`src/rtl/instr_issue_queue.sv`:
```
// Instruction FIFO feeding a downstream cpu via a load/start/waiting handshake.
// Optional watchdog on ACK+RUN enabled by defining ISSUE_TIMEOUT_EN.
module instr_issue_queue #(
  parameter int unsigned DEPTH = 8
) (
  input  logic        clk,
  input  logic        rst,
  input  logic        in_valid,
  input  logic [15:0] in_instr,
  output logic        in_ready,
  input  logic        flush,
  input  logic        waiting,
  output logic        load,
  output logic        start,
  output logic [15:0] instr,
  output logic        busy,
  output logic [15:0] issued_cnt,
  output logic        hang
);

  localparam int unsigned PtrW = (DEPTH > 1) ? $clog2(DEPTH) : 1;
  localparam int unsigned CntW = PtrW + 1;

  typedef enum logic [1:0] {StIdle, StIssue, StAck, StRun} state_e;

  logic [15:0]     mem_q [DEPTH];
  logic [PtrW-1:0] wr_ptr_q, wr_ptr_d;
  logic [PtrW-1:0] rd_ptr_q, rd_ptr_d;
  logic [CntW-1:0] count_q, count_d;
  state_e          state_q, state_d;
  logic [15:0]     instr_q, instr_d;
  logic [15:0]     issued_q, issued_d;
  logic            full, empty, push, pop;

  assign full  = (count_q == CntW'(DEPTH));
  assign empty = (count_q == '0);
  assign push  = in_valid && !full && !flush;
  // The head is only popped when the queue survives this edge.
  assign pop   = (state_q == StIssue) && !flush;

  always_comb begin
    wr_ptr_d = wr_ptr_q;
    rd_ptr_d = rd_ptr_q;
    count_d  = count_q;
    if (flush) begin
      wr_ptr_d = '0;
      rd_ptr_d = '0;
      count_d  = '0;
    end else begin
      if (push) wr_ptr_d = wr_ptr_q + PtrW'(1);
      if (pop)  rd_ptr_d = rd_ptr_q + PtrW'(1);
      unique case ({push, pop})
        2'b10:   count_d = count_q + CntW'(1);
        2'b01:   count_d = count_q - CntW'(1);
        default: count_d = count_q;
      endcase
    end
  end

`ifdef ISSUE_TIMEOUT_EN
  logic [7:0] wdog_q, wdog_d;
  logic       hang_q, hang_d;
`endif

  always_comb begin
    state_d  = state_q;
    instr_d  = instr_q;
    issued_d = issued_q;
    unique case (state_q)
      StIdle: begin
        // A flushed head is discarded, never issued.
        if (!empty && waiting && !flush) begin
          state_d = StIssue;
          instr_d = mem_q[rd_ptr_q];
        end
      end
      StIssue: begin
        state_d  = StAck;
        issued_d = issued_q + 16'd1;
      end
      StAck:   if (!waiting) state_d = StRun;
      StRun:   if (waiting)  state_d = StIdle;
      default: state_d = StIdle;
    endcase
`ifdef ISSUE_TIMEOUT_EN
    hang_d = hang_q;
    wdog_d = '0;
    if (state_q == StAck || state_q == StRun) begin
      wdog_d = wdog_q + 8'd1;
      if (wdog_d == 8'hFF) begin
        hang_d  = 1'b1;
        state_d = StIdle;
      end
    end
`endif
  end

  always_ff @(posedge clk) begin
    if (!rst && push) mem_q[wr_ptr_q] <= in_instr;
  end

  always_ff @(posedge clk) begin
    if (rst) begin
      wr_ptr_q <= '0;
      rd_ptr_q <= '0;
      count_q  <= '0;
      state_q  <= StIdle;
      instr_q  <= '0;
      issued_q <= '0;
`ifdef ISSUE_TIMEOUT_EN
      wdog_q   <= '0;
      hang_q   <= 1'b0;
`endif
    end else begin
      wr_ptr_q <= wr_ptr_d;
      rd_ptr_q <= rd_ptr_d;
      count_q  <= count_d;
      state_q  <= state_d;
      instr_q  <= instr_d;
      issued_q <= issued_d;
`ifdef ISSUE_TIMEOUT_EN
      wdog_q   <= wdog_d;
      hang_q   <= hang_d;
`endif
    end
  end

  assign in_ready   = !full;
  assign load       = (state_q == StIssue);
  assign start      = (state_q == StIssue);
  assign instr      = instr_q;
  assign busy       = !empty || (state_q != StIdle);
  assign issued_cnt = issued_q;
`ifdef ISSUE_TIMEOUT_EN
  assign hang       = hang_q;
`else
  assign hang       = 1'b0;
`endif

endmodule

```
`config.mk`:
```
export PLATFORM = sky130hd
export DESIGN_NAME = instr_issue_queue
export DESIGN_NICKNAME = d
export VERILOG_FILES = /design/src/rtl/instr_issue_queue.sv
export SDC_FILE = /design/constraint.sdc
export NUM_CORES = 1
export LEC_CHECK = 0
export ABC_AREA = 1
export BUFFER_PORTS_ARGS = -buffer_cell sky130_fd_sc_hd__buf_2
export CAP_MARGIN = 10
export CORE_MARGIN = 8
export CORE_UTILIZATION = 33
export CTS_BUF_LIST = sky130_fd_sc_hd__clkbuf_4 sky130_fd_sc_hd__clkbuf_8
export DETAILED_ROUTE_END_ITERATION = 8
export HOLD_SLACK_MARGIN = 0.15
export PLACE_DENSITY = 0.57
export SETUP_SLACK_MARGIN = 0.05
export SLEW_MARGIN = 0
export SYNTH_ARGS = -nofsm -noshare
export SYNTH_HDL_FRONTEND = slang
export SYNTH_SLANG_ARGS = --single-unit
```
`constraint.sdc`:
```
create_clock -name clk -period 4 [get_ports clk]
set_input_delay 0.6 -clock clk [delete_from_list [all_inputs] [get_ports clk]]
set_output_delay 0.6 -clock clk [all_outputs]
set_load 0.03 [all_outputs]
```
==> metrics.md, run 1 <==
| Metric | Value |
|---|---|
| WL/cell | 15.3 µm |
| Dpl cells | 1022 |
| I/O Pins | 58 |
| Final worst-path cycle share | 60.2% |
| Crit path DAT | 2.79 ns |
| H-tree depth | 4 |
| Final non-filler cell total | 1053 |
| Post-synth EDFFs | 128 |
| Nets | 793 |
| Fill cells | 2151 |
| Die area | 26800 µm² |
| Clock power frac | 34.4% |
| Area grow syn2layout | 13.6% |
| Min Tclk post-route | 2.41 ns |
| Comb pwr share | 13.8% |
| Initial antenna violation count | 0 |
| Number of unique standard cell types used by synthesis | 26 |
| Pin count of the biggest net entering global routing | 67 |
| Reg power frac | 51.8% |
| HPWL after detailed placement | 10300 µm |
| Post-route ant nets | 0 |
| Clock-pin transition on the worst setup and hold timing paths | 0.09 ns |
| Vias in the first global route | 4723 |
| Unrepaired setup endpoints after global routing | no |
| Max Transition Viols Final | 0 |
| Hold-fix buffers at CTS | 0 |
| Terminus of the critical flop-to-flop path | count_q[3]$_SDFFE_PP0P_ |
| CP max FO | 9 |
| Ranking of synthesized cells by area | edfxtp_1, dfxtp_1, nand2_1, nand3_1, inv_1 |
| Grt total ovfl | 0 |
| Final Setup Violations | 0 |
| Total leakage power | 3.24 nW |
| Worst r2r path cells | 11 |
| TritonCTS buffer count | 17 |
| Synth area leader | edfxtp_1 |
| Switching share of power | 27.0% |
| Drc violations | 0 |
| Post-Synthesis Cells | 705 |
| Post-CTS setup buffers | 0 |
| Initial Util | 33.3% |
| Vias | 4876 |
| Status | completed |
| Req. time, crit path | 4.39 ns |
| WS Path Type | flop to flop |
| PD cells | 468 nW/µm² |
| Die height | 164 µm |
| Vias per inst | 4.63 |
| Max Freq | 416 MHz |
| First-pass GRT wire length | 25500 µm |
| Relative slew slack | 22.6% |
| Worst Tran Pin Value | 1.16 ns |
| CP endpoint | count_q[3]$_SDFFE_PP0P_ |
| Synth Flop Type | edfxtp_1 |
| Commonest cells after routing, fill and taps aside | nand2_1, edfxtp_1, nand3_1 |
| Fin Clk Skew | 0.00896 ns |
| Net switching power | 1.03 mW |
| Leading cell type in the layout, fill and taps excluded | nand2_1 |
| Post-Route WL | 16100 µm |
| Post-Syn Area | 7200 µm² |
| Post-synth top area share | 53.4% |
| Max rail drop VDD | 210 µV |
| HP Class | primary input to flop |
| Cell Int Power | 2.80 mW |
| Clock Latency Late Sink | 0.45 ns |
| IO Port Bufs | 56 |
| First-pass iteration count of the detailed router | 5 |
| Critical Path Source | state_q[1]$_SDFFE_PP0P_ |
| Post_cts resized | 0 |
| Number of DRC markers in iteration 0 | 316 |
| Crit end category | flop |
| Register area share after synthesis | 65.6% |
| Core Rows | 54 |
| Reg2reg start | state_q[1]$_SDFFE_PP0P_ |
| DIE WIDTH | 164 µm |
| Layout cells sized above 1 | 14.5% |
| Longest Clk Path Bufs | 2 |
| Yosys Warn Count | 0 |
| Worst Setup Start Kind | flop |
| Final Hold Viols | 0 |
| Syn Nets | 737 |
| Setup_tns | 0 ns |
| Async set-or-reset flop fraction in the synthesized netlist | 0% |
| Seq cells post-synth | 172 |
| Final Wtd Congestion | 0.803 |
| Mapped Avg Cell Area | 10.2 µm² |
| Clock sinks | 172 |
| # diodes | 0 |
| CTS tree | done |
| Core Area | 21600 µm² |
| Worst reg-to-reg setup slack | 1.59 ns |
| Maxcap violations | 0 |
| Total global routing track utilization | 12.4% |
| CTS root buffer | clkbuf_8 |
-- flip-flops by register name, indices dropped and copies added, names as in the netlist --
signal,cells
issued_cnt,16
wr_ptr_q,3
rd_ptr_q,3
state_q,2
count_q,4
instr,16
mem_q,128
-- worst max-delay path, stage by stage (launching register included) --
cell and delay (ns):
dfxtp_1 0.35, inv_1 0.09, ha_1 0.36, inv_1 0.17, nor2_1 0.25, ha_1 0.29
ha_1 0.29, a21oi_1 0.14, nand2_1 0.08, xnor2_1 0.14, nand2_1 0.07, a21oi_1 0.11
-- cell families after synthesis --
logic type                 synth area share (%)
AOI/OAI and AO/OA                          4.62
xor gates and xnor gates                  0.608
adders and majority gates                  2.01
buffers and inverters                      6.10
DFF                                        65.6
other                                    0.0521
and+or+nand+nor                            21.0
-- metrics by stage --
stage | total power [mW] | area (µm²) | utilization (%) | setup slack [ns] | hold slack (ns)
after floorplan | 2.40 | 7200 | - | 1.72 | 0.472
after global placement | 2.55 | 7760 | 35.9 | 1.26 | 0.448
after detailed placement | 2.56 | 7760 | 35.9 | 1.16 | 0.451
after CTS | 3.86 | 8180 | 37.9 | 1.56 | 0.399
after global routing | 4.00 | 8180 | 37.9 | 1.32 | 0.408
final | 3.83 | 8180 | 37.9 | 1.59 | 0.424
-- power by group through the flow --
stage	clock network, mW	registers, mW	logic [mW]
after floorplan	0	2.06	0.337
after global placement	0	2.03	0.524
after detailed placement	0	2.03	0.533
after CTS	1.35	1.98	0.535
after global routing	1.42	1.99	0.595
final	1.32	1.98	0.527
-- routing by layer --
layer	vias up	GRT usage, %	wire (µm)
met1	2280	16.4	7680
met2	121	19.8	7410
met5	-	0	0
li1	2466	-	-
met4	0	3.31	114
met3	9	3.28	941
-- how the worst min path moves through the flow --
stage,from,endpoint,slack [ns],depth (start not counted)
3_3_place_gp,issued_cnt[7]$_SDFFE_PP0N_,issued_cnt[7]$_SDFFE_PP0N_,0.45,2
5_1_grt,in_instr[0],mem_q[3][0]$_DFFE_PP_,0.41,1
4_1_cts,in_instr[0],mem_q[3][0]$_DFFE_PP_,0.40,1
6_report,in_instr[10],mem_q[1][10]$_DFFE_PP_,0.42,1
2_1_floorplan,state_q[1]$_SDFFE_PP0P_,state_q[1]$_SDFFE_PP0P_,0.47,2
3_5_place_dp,issued_cnt[7]$_SDFFE_PP0N_,issued_cnt[7]$_SDFFE_PP0N_,0.45,2
-- Yosys cell counts, drive strengths merged, types with 5 or more instances --
library cell and count:
nand4 5, inv 70, xnor2 5, nor2 38
clkbuf 6, nand3 112, o21ai 29, nand2 191
ha 10, buf 26, dfxtp 44, edfxtp 128
a21oi 36
-- cell type report --
cell class	count	area [µm²]	area share (%)
inverters	71	267	3.26
clock buffers	20	256	3.13
multi-input cells	430	2040	24.9
repair buffers	69	378	4.62
clock inverters	11	168	2.05
flip-flops and latches	172	4730	57.7
well taps	280	350	4.28
No activity file was read; power rests on OpenSTA's default activity.
==> inputs of run 2 (changes only) <==
clock period = 2.4 ns   (was 4 ns; I/O delays follow)
==> run 2 against run 1 <==
Final cell count grew 0.76%. Setup slack lost 1.2 ns. First-iteration DRC count grew 0.32%. Clock-buffer cell count shrank 2. Register-to-register slack lost 1.2 ns. Largest cell class unchanged. Largest power group unchanged.
==> metrics.md, run 2 (synthesis gave the netlist of run 1 again) <==
| Metric | Value |
|---|---|
| Pin count of the biggest net entering global routing | 66 (-1.5%) |
| Drc violations | 0 (unchanged) |
| Worst Hold End | mem_q[3][13]$_DFFE_PP_ |
| Number of DRC markers in iteration 0 | 317 (+0.32%) |
| Most Frequent Cell on Critical Path | nand2_1 |
| Core Area | 21600 µm² (unchanged) |
| Reg2reg start | count_q[1]$_SDFFE_PP0P_ |
| Longest Clk Path Bufs | 2 (unchanged) |
| Dpl cells | 1028 (+0.59%) |
| Status | completed |
| Total global routing track utilization | 12.4% (about the same) |
| PD cells | 764 nW/µm² (+63%) |
| Crit end category | flop |
| Relative slew slack | 50.8% (+28 points) |
| Maxcap violations | 0 (unchanged) |
| Clock-pin transition on the worst setup and hold timing paths | 0.09 ns (about the same) |
| Die height | 164 µm (unchanged) |
| Terminus of the critical flop-to-flop path | count_q[3]$_SDFFE_PP0P_ |
| Total leakage power | 3.26 nW (+0.79%) |
| CP Buf/Inv Count | 1 (-1) |
| Area grow syn2layout | 14.5% |
| WS Path Type | flop to flop |
| Vias in the first global route | 4711 (-0.25%) |
| Min Tclk post-route | 2.06 ns (-0.350 ns) |
| Worst reg-to-reg setup slack | 0.34 ns (-1.25 ns) |
| Max Freq | 486 MHz (+17%) |
| Setup_tns | 0 ns (unchanged) |
| IO Port Bufs | 56 (unchanged) |
| Hold path depth | 1 (unchanged) |
| H-tree depth | 4 (unchanged) |
| Layout cells sized above 1 | 15.3% (+0.77 points) |
| Final worst-path cycle share | 85.7% (+26 points) |
| CP max stage delay | 0.39 ns (+0.03 ns) |
| Final Wtd Congestion | 0.809 (+0.65%) |
| Vias per inst | 4.57 (-1.4%) |
| Vias | 4844 (-0.66%) |
| I/O Pins | 58 (unchanged) |
| HPWL after detailed placement | 10200 µm (-0.67%) |
| Slowest-stage cell, CP | dfxtp_1 |
| Core Rows | 54 (unchanged) |
| Max FFs per register | 128 (unchanged) |
| Post_cts resized | 0 (unchanged) |
| Die area | 26800 µm² (unchanged) |
| CTS root buffer | clkbuf_8 |
| Post-Route WL | 16100 µm (-0.53%) |
| Grt total ovfl | 0 (unchanged) |
| Clock Latency Late Sink | 0.44 ns (about the same) |
| CP max FO | 4 (-5) |
| Worst path cell trace | nor2_1 -> nand3_1 -> nand2_1 -> nor2_1 -> inv_1 -> ha_2 -> ha_1 -> a21oi_1 -> nand2_1 -> xnor2_1 -> nand2_1 -> a21oi_1 |
| CP top delay family | simple AND/OR/NAND/NOR gates |
| Final non-filler cell total | 1061 (+0.76%) |
| Req. time, crit path | 2.78 ns (-1.61 ns) |
| Post-CTS setup buffers | 0 (unchanged) |
| WL/cell | 15.1 µm (-1.3%) |
| HP Class | primary input to flop |
| Worst Tran Pin Value | 0.738 ns (-0.423 ns) |
| Post-route ant nets | 0 (unchanged) |
| Crit path DAT | 2.44 ns (-0.35 ns) |
| Final Setup Violations | 0 (unchanged) |
| Final Hold Viols | 0 (unchanged) |
| CTS tree | done |
| Unrepaired setup endpoints after global routing | no |
| Nets | 799 (+0.76%) |
| Initial Util | 33.3% (unchanged) |
| Largest register by flop count | mem_q |
| Clock sinks | 172 (unchanged) |
| Hold wc startpoint | in_instr[13] |
| Initial antenna violation count | 1 (+1) |
| DIE WIDTH | 164 µm (unchanged) |
| Critical path depth | 12 (+1) |
| First-pass iteration count of the detailed router | 5 (unchanged) |
| Commonest cells after routing, fill and taps aside | nand2_1, edfxtp_1, nand3_1 |
| TritonCTS buffer count | 17 (unchanged) |
| First-pass GRT wire length | 25700 µm (+0.67%) |
| Worst Setup Start Kind | flop |
| Worst r2r path cells | 12 (+1) |
| Fin Clk Skew | 0.0105 ns (+0.00150 ns) |
| Max Transition Viols Final | 0 (unchanged) |
| Fill cells | 2155 (+0.19%) |
| Hold-fix buffers at CTS | 0 (unchanged) |
| Leading cell type in the layout, fill and taps excluded | nand2_1 |
| Max rail drop VDD | 355 µV (+69%) |
-- run 2: report_power, final --
| part | total [mW] | internal (mW) | switching (mW) |
|---|---|---|---|
| Combinational | 0.900 | 0.267 | 0.633 |
| Sequential | 3.30 | 3.26 | 0.0471 |
| Clock | 2.10 | 1.04 | 1.06 |
-- run 2: per-stage QoR --
| stage | area (µm²) | utilization (%) | hold slack [ns] | setup slack (ns) | total power, mW |
|---|---|---|---|---|---|
| detailed placement | 7830 | 36.2 | 0.473 | 0.316 | 4.28 |
| global placement | 7830 | 36.2 | 0.458 | 0.391 | 4.27 |
| finish | 8250 | 38.1 | 0.186 | 0.344 | 6.30 |
| global route | 8250 | 38.1 | 0.174 | 0.0606 | 6.62 |
| floorplan | 7200 | - | 0.459 | 0.116 | 4.00 |
| CTS | 8240 | 38.1 | 0.162 | 0.292 | 6.37 |
-- run 2: area by class of cell --
class	count	area [µm²]	area share (%)
diodes	1	2.50	0.0303
clock buffers	18	241	2.93
clock inverters	14	169	2.05
inverters	71	267	3.23
multi-input cells	430	2040	24.8
flip-flops and latches	172	4730	57.3
well taps	280	350	4.25
repair buffers	75	448	5.43
-- run 2: layer usage --
layer / up-vias / global-route usage, % / part of all wire, %
met5: - / 0 / 0
met4: 0 / 3.64 / 0.79
met1: 2258 / 16.6 / 46
li1: 2481 / - / -
met2: 96 / 19.5 / 47
met3: 9 / 3.23 / 5.7
-- run 2: how the worst max path moves through the flow --
stage                            startpoint                      end  slack [ns]
floorplan           state_q[1]$_SDFFE_PP0P_  count_q[2]$_SDFFE_PP0P_        0.12
global placement    state_q[1]$_SDFFE_PP0P_  count_q[2]$_SDFFE_PP0P_        0.39
detailed placement  count_q[1]$_SDFFE_PP0P_  count_q[3]$_SDFFE_PP0P_        0.32
CTS                 count_q[1]$_SDFFE_PP0P_  count_q[3]$_SDFFE_PP0P_        0.29
global route        state_q[1]$_SDFFE_PP0P_  count_q[3]$_SDFFE_PP0P_        0.06
finish              count_q[1]$_SDFFE_PP0P_  count_q[3]$_SDFFE_PP0P_        0.34
